File: config.mk
export PLATFORM = sky130hd
export DESIGN_NAME = sweep_eval_circuit
export DESIGN_NICKNAME = d
export VERILOG_FILES = /design/src/rtl/sweep_eval_circuit.sv
export SDC_FILE = /design/constraint.sdc
export NUM_CORES = 1
export LEC_CHECK = 0
export ABC_CLOCK_PERIOD_IN_PS = 2590
export CELL_PAD_IN_SITES_DETAIL_PLACEMENT = 0
export CELL_PAD_IN_SITES_GLOBAL_PLACEMENT = 2
export CORE_ASPECT_RATIO = 1.4
export CORE_MARGIN = 5
export CORE_UTILIZATION = 23
export DETAILED_ROUTE_END_ITERATION = 10
export GPL_TIMING_DRIVEN = 0
export PLACE_DENSITY_LB_ADDON = 0.08
export SYNTH_ARGS = -nofsm -noshare
export SYNTH_HDL_FRONTEND = slang
export SYNTH_SLANG_ARGS = --single-unit
File: constraint.sdc
create_clock -name clk -period 2.59 [get_ports clk]
set_input_delay 0.518 -clock clk [delete_from_list [all_inputs] [get_ports clk]]
set_output_delay 0.518 -clock clk [all_outputs]
set_load 0.1 [all_outputs]
File: src/rtl/sweep_eval_circuit.sv
// Per-channel evaluator f = (~x & z) | y with an exhaustive 8-step self-sweep (IDLE/RUN/DONE FSM).
// Optional macro BIST_CHECK_EN adds a per-step comparator against truth vector 8'hCE that drives err.
module sweep_eval_circuit #(
    parameter int W = 4,
    localparam int CW = $clog2(8*W+1)
) (
    input  logic          clk,
    input  logic          rst_n,
    input  logic [W-1:0]  x,
    input  logic [W-1:0]  y,
    input  logic [W-1:0]  z,
    input  logic          in_valid,
    input  logic          sweep_start,
    output logic [W-1:0]  op,
    output logic          out_valid,
    output logic          sweep_busy,
    output logic          sweep_done,
    output logic [2:0]    sweep_idx,
    output logic [CW-1:0] ones_cnt,
    output logic          err,
    output logic [1:0]    state_dbg
);

    typedef enum logic [1:0] {IDLE = 2'd0, RUN = 2'd1, DONE = 2'd2} state_t;

    state_t        state, next_state;
    logic [W-1:0]  ex, ey, ez, f_vec;
    logic [CW-1:0] f_ones;

    // Handshake: in_valid is sampled only in IDLE; out_valid is high for exactly the cycle
    // after a sampled request or RUN step, and op holds its value whenever out_valid is low.
    always_comb begin
        ex = x;
        ey = y;
        ez = z;
        if (state == RUN) begin
            ex = {W{sweep_idx[2]}};
            ey = {W{sweep_idx[1]}};
            ez = {W{sweep_idx[0]}};
        end
    end

    assign f_vec = (~ex & ez) | ey;

    always_comb begin
        f_ones = '0;
        for (int i = 0; i < W; i++) begin
            f_ones = f_ones + CW'(f_vec[i]);
        end
    end

    always_ff @(posedge clk or negedge rst_n) begin
        if (!rst_n) begin
            state <= IDLE;
        end else begin
            state <= next_state;
        end
    end

    always_comb begin
        next_state = state;
        case (state)
            IDLE:    if (sweep_start) next_state = RUN;
            RUN:     if (sweep_idx == 3'd7) next_state = DONE;
            DONE:    next_state = IDLE;
            default: next_state = IDLE;
        endcase
    end

    assign sweep_busy = (state == RUN);
    assign sweep_done = (state == DONE);
    assign state_dbg  = state;

    // sweep_idx wraps 7 -> 0 on the last RUN step, so it is already cleared in DONE.
    always_ff @(posedge clk or negedge rst_n) begin
        if (!rst_n) begin
            op        <= '0;
            out_valid <= 1'b0;
            sweep_idx <= '0;
            ones_cnt  <= '0;
        end else begin
            out_valid <= 1'b0;
            case (state)
                IDLE: begin
                    if (sweep_start) begin
                        sweep_idx <= '0;
                        ones_cnt  <= '0;
                    end else if (in_valid) begin
                        op        <= f_vec;
                        out_valid <= 1'b1;
                    end
                end
                RUN: begin
                    op        <= f_vec;
                    out_valid <= 1'b1;
                    ones_cnt  <= ones_cnt + f_ones;
                    sweep_idx <= sweep_idx + 3'd1;
                end
                default: ;
            endcase
        end
    end

`ifdef BIST_CHECK_EN
    localparam logic [7:0] TRUTH = 8'hCE;
    logic step_bad;

    assign step_bad = (state == RUN) && (f_vec != {W{TRUTH[sweep_idx]}});

    always_ff @(posedge clk or negedge rst_n) begin
        if (!rst_n) begin
            err <= 1'b0;
        end else if (state == IDLE && sweep_start) begin
            err <= 1'b0;
        end else if (step_bad) begin
            err <= 1'b1;
        end
    end
`else
    assign err = 1'b0;
`endif

endmodule

==> impl_metrics.csv <==
group,metric,value,unit
timing,hold_viol_final,0,
logic_synthesis,synth_most_common_cell,"dfrtp_1",
logic_synthesis,synth.area.top_cells,"dfrtp_1 44%, fa_1 6.7%, a22o_1 4.9%",
placement,dp_slack,-0.566,ns
timing,max_slew.worst_pin.slew,0.974,ns
clocking,path_clk_slew,0.06,ns
job,maxCapViolCount,0,
floorplanning,die-area,5290,µm²
drt,avgRoutedWirePerCell,13.8,µm
floorplanning,rows,27,
status,status,"complete, but fails checks",
timing,setup_ws,-0.113,ns
global_route,grt_start_max_net_pins,17,
worst_setup_path,critPathCaptureType,"register",
clocking,ctsRootBufferMaster,"clkbuf_8",
timing,rsz0062_at_grt,"yes",
final_layout,syn2layout_area_growth,60.7,%
logic_synthesis,synth.distinct_cells,28,
drt,first_pass_iters,4,
placement,numPortBuffers,33,
clocking,cts_hold_buf,0,
worst_setup_path,critPathArrivalTime,2.84,ns
floorplanning,start_util,23.4,%
worst_setup_path,path_class,"reg -> reg",
final_layout,fin_nets,146,
clocking,clock-sinks,16,
drt,wirelength,2280,µm
floorplanning,io_pins,35,
logic_synthesis,synthTopCellsByCount,"16 x dfrtp_1, 9 x inv_1, 6 x a21oi_1",
logic_synthesis,seq_area_frac_synth,44.4,%
logic_synthesis,ys_seq_elements,16,
global_route,grt_pass1_wl,3840,µm
floorplanning,core-area,3850,µm²
logic_synthesis,netlist_instances,79,
placement,finalWeightedCongestion,0.683,
final_layout,antennaDiodeCount,0,
final_layout,drive_gt1_share,30.9,%
worst_setup_path,r2r_end,"ones_cnt[2]",
timing,fin_worst_skew,0.00171,ns
timing,finalSetupViolations,3,
placement,hpwl,1670,µm
logic_synthesis,yosysWarningCount,0,
timing,maxSlewHeadroom,34.9,%
floorplanning,die_h,84.1,µm
clocking,clk_latency,0.25,ns
worst_setup_path,crit_required,2.73,ns
clocking,numCtsBuffers,3,
global_route,antenna_found_initial,0,
clocking,cts_tree,"done",
worst_setup_path,rrSetupSlack,-0.11,ns
logic_synthesis,ys_async_sr_fraction,100,%
logic_synthesis,yosys.area.top_type,"dfrtp_1",
worst_setup_path,start_kind,"register",
worst_setup_path,cp_max_fo,3,
logic_synthesis,yosys.area.top_type_share,44.4,%
timing,fin_crit_sh,104,%
logic_synthesis,syn_nets,101,
worst_setup_path,r2r_cells,10,
global_route,grt_pass1_vias,755,
worst_hold_path,hold_path_class,"reg -> reg",
global_route,grt-ovfl-total,0,
clocking,cts_buffer_depth,2,
floorplanning,die_w,62.9,µm
worst_setup_path,cp-endpoint,"ones_cnt[2]",
drt,vias,712,
drt,drtIter0Drc,8,
drt,drc,0,
logic_synthesis,synth_area,902,µm²
timing,min_period,2.70,ns
worst_setup_path,cpMaxStageDelayCell,"fa_1",
drt,vias_per_cell,4.29,
worst_setup_path,crit_chain,"nor2b_4, o21ai_4, o21ai_4, fa_1, inv_2, fa_2, inv_2, fa_2, mux2_4, a22o_1",
worst_setup_path,crit_path_start,"sweep_idx[0]",
logic_synthesis,synth_top_flop_cell,"dfrtp_1",
final_layout,fill_cells,419,
global_route,grtUsageTotal,9.12,%
logic_synthesis,synth_enable_flop_cells,0,
drt,postRouteAntennaNets,0,
status,violations,"negative setup slack",
timing,maxSlewViolCount,0,
logic_synthesis,syn_area_per_cell,11.4,µm²
worst_setup_path,rr_startpoint,"sweep_idx[0]",
worst_setup_path,critical-path-max-stage-delay,0.53,ns
clocking,htree_levels,1,
timing,fmax,0.370,GHz
timing,fin_hold_ws,0.474,ns
==> per-layer routing <==
metal | GRT usage (%) | up-vias | part of all wire (%)
met4 | 4.63 | 0 | 0.96
met2 | 14.1 | 26 | 48
li1 | - | 355 | -
met5 | 0 | - | 0
met1 | 11.5 | 329 | 45
met3 | 2.56 | 2 | 6.3
==> cell usage in the layout, fill, tap and decap left out, types with 2 or more instances in the layout <==
cell             netlist  final
dlymetal6s2s_1         0      3
dfrtp_1               16     11
nand2_1                4      4
fa_2                   0      2
a22o_1                 5      5
a21oi_2                0      2
nand3_2                1      2
dfrtp_2                0      2
o21ai_4                0      3
clkbuf_8               0      3
dlygate4sd2_1          0      5
ha_1                   3      3
mux2_2                 3      2
mux2i_1                4      4
nor2b_1                3      2
inv_2                  0      2
inv_1                  9      7
dfrtp_4                0      3
clkdlybuf4s50_1        0     25
buf_4                  2      9
a21oi_1                6      4
o21ai_0                2      2
o21a_1                 2      2
==> final cells by class <==
type	instances	area, µm²	share of cell area (%)
clock buffers	4	45.0	3.11
plain buffers	2	27.5	1.90
flip-flops and latches	16	414	28.6
well taps	43	53.8	3.71
multi-input cells	50	478	33.0
inverters	10	40.0	2.76
repair buffers	41	392	27.0
==> stage by stage <==
| stage | area, µm² | utilization (%) | instances | TNS, ns |
|---|---|---|---|---|
| global placement | 1340 | 34.7 | 155 | -2.10 |
| CTS | 1430 | 37.1 | 164 | -0.316 |
| global route | 1450 | 37.7 | 166 | -0.520 |
| floorplan | 953 | - | 79 | -1.23 |
| detailed placement | 1340 | 34.7 | 155 | -2.23 |
| finish | 1450 | 37.7 | 166 | -0.185 |
==> sequential cells by signal, indices dropped and copies added (netlist names) <==
signal	cells
op	4
sweep_idx	3
state_dbg	2
ones_cnt	6
out_valid	1
==> worst min path at each step <==
stage / startpoint / end / slack [ns] / cells after the start
floorplan: rst_n / ones_cnt[0] / 0.22 / 0
global placement: ones_cnt[5] / ones_cnt[5] / 0.47 / 1
detailed placement: ones_cnt[5] / ones_cnt[5] / 0.47 / 1
CTS: ones_cnt[5] / ones_cnt[5] / 0.48 / 1
global route: ones_cnt[5] / ones_cnt[5] / 0.49 / 1
finish: ones_cnt[5] / ones_cnt[5] / 0.47 / 1
==> kinds of logic after synthesis <==
group / after synthesis / share of synthesized area [%]
AOI/OAI and AO/OA: 21 / 17.9
adders and majority gates: 6 / 10.8
buffers and inverters: 13 / 8.32
DFF: 16 / 44.4
muxes: 7 / 8.18
other: 1 / 0.416
and+or+nand+nor: 15 / 9.99
==> repair_timing <==
action,CTS,global route
setup endpoints to repair,7,4
gates resized for setup,10,3
buffers inserted,6,2
pin swaps,11,7
==> worst max-delay path, delay by kind of cell (launching register included) <==
family	cells	cell delay [ns]
mux	1	0.30
compound gates	3	0.50
flops	1	0.47
fa+ha+maj	3	1.08
buf+inv	2	0.11
simple gates	1	0.14
Power is left out: the tool's default activity adds up to more than one toggle a clock period on the data nets, which glitch-free logic cannot reach.
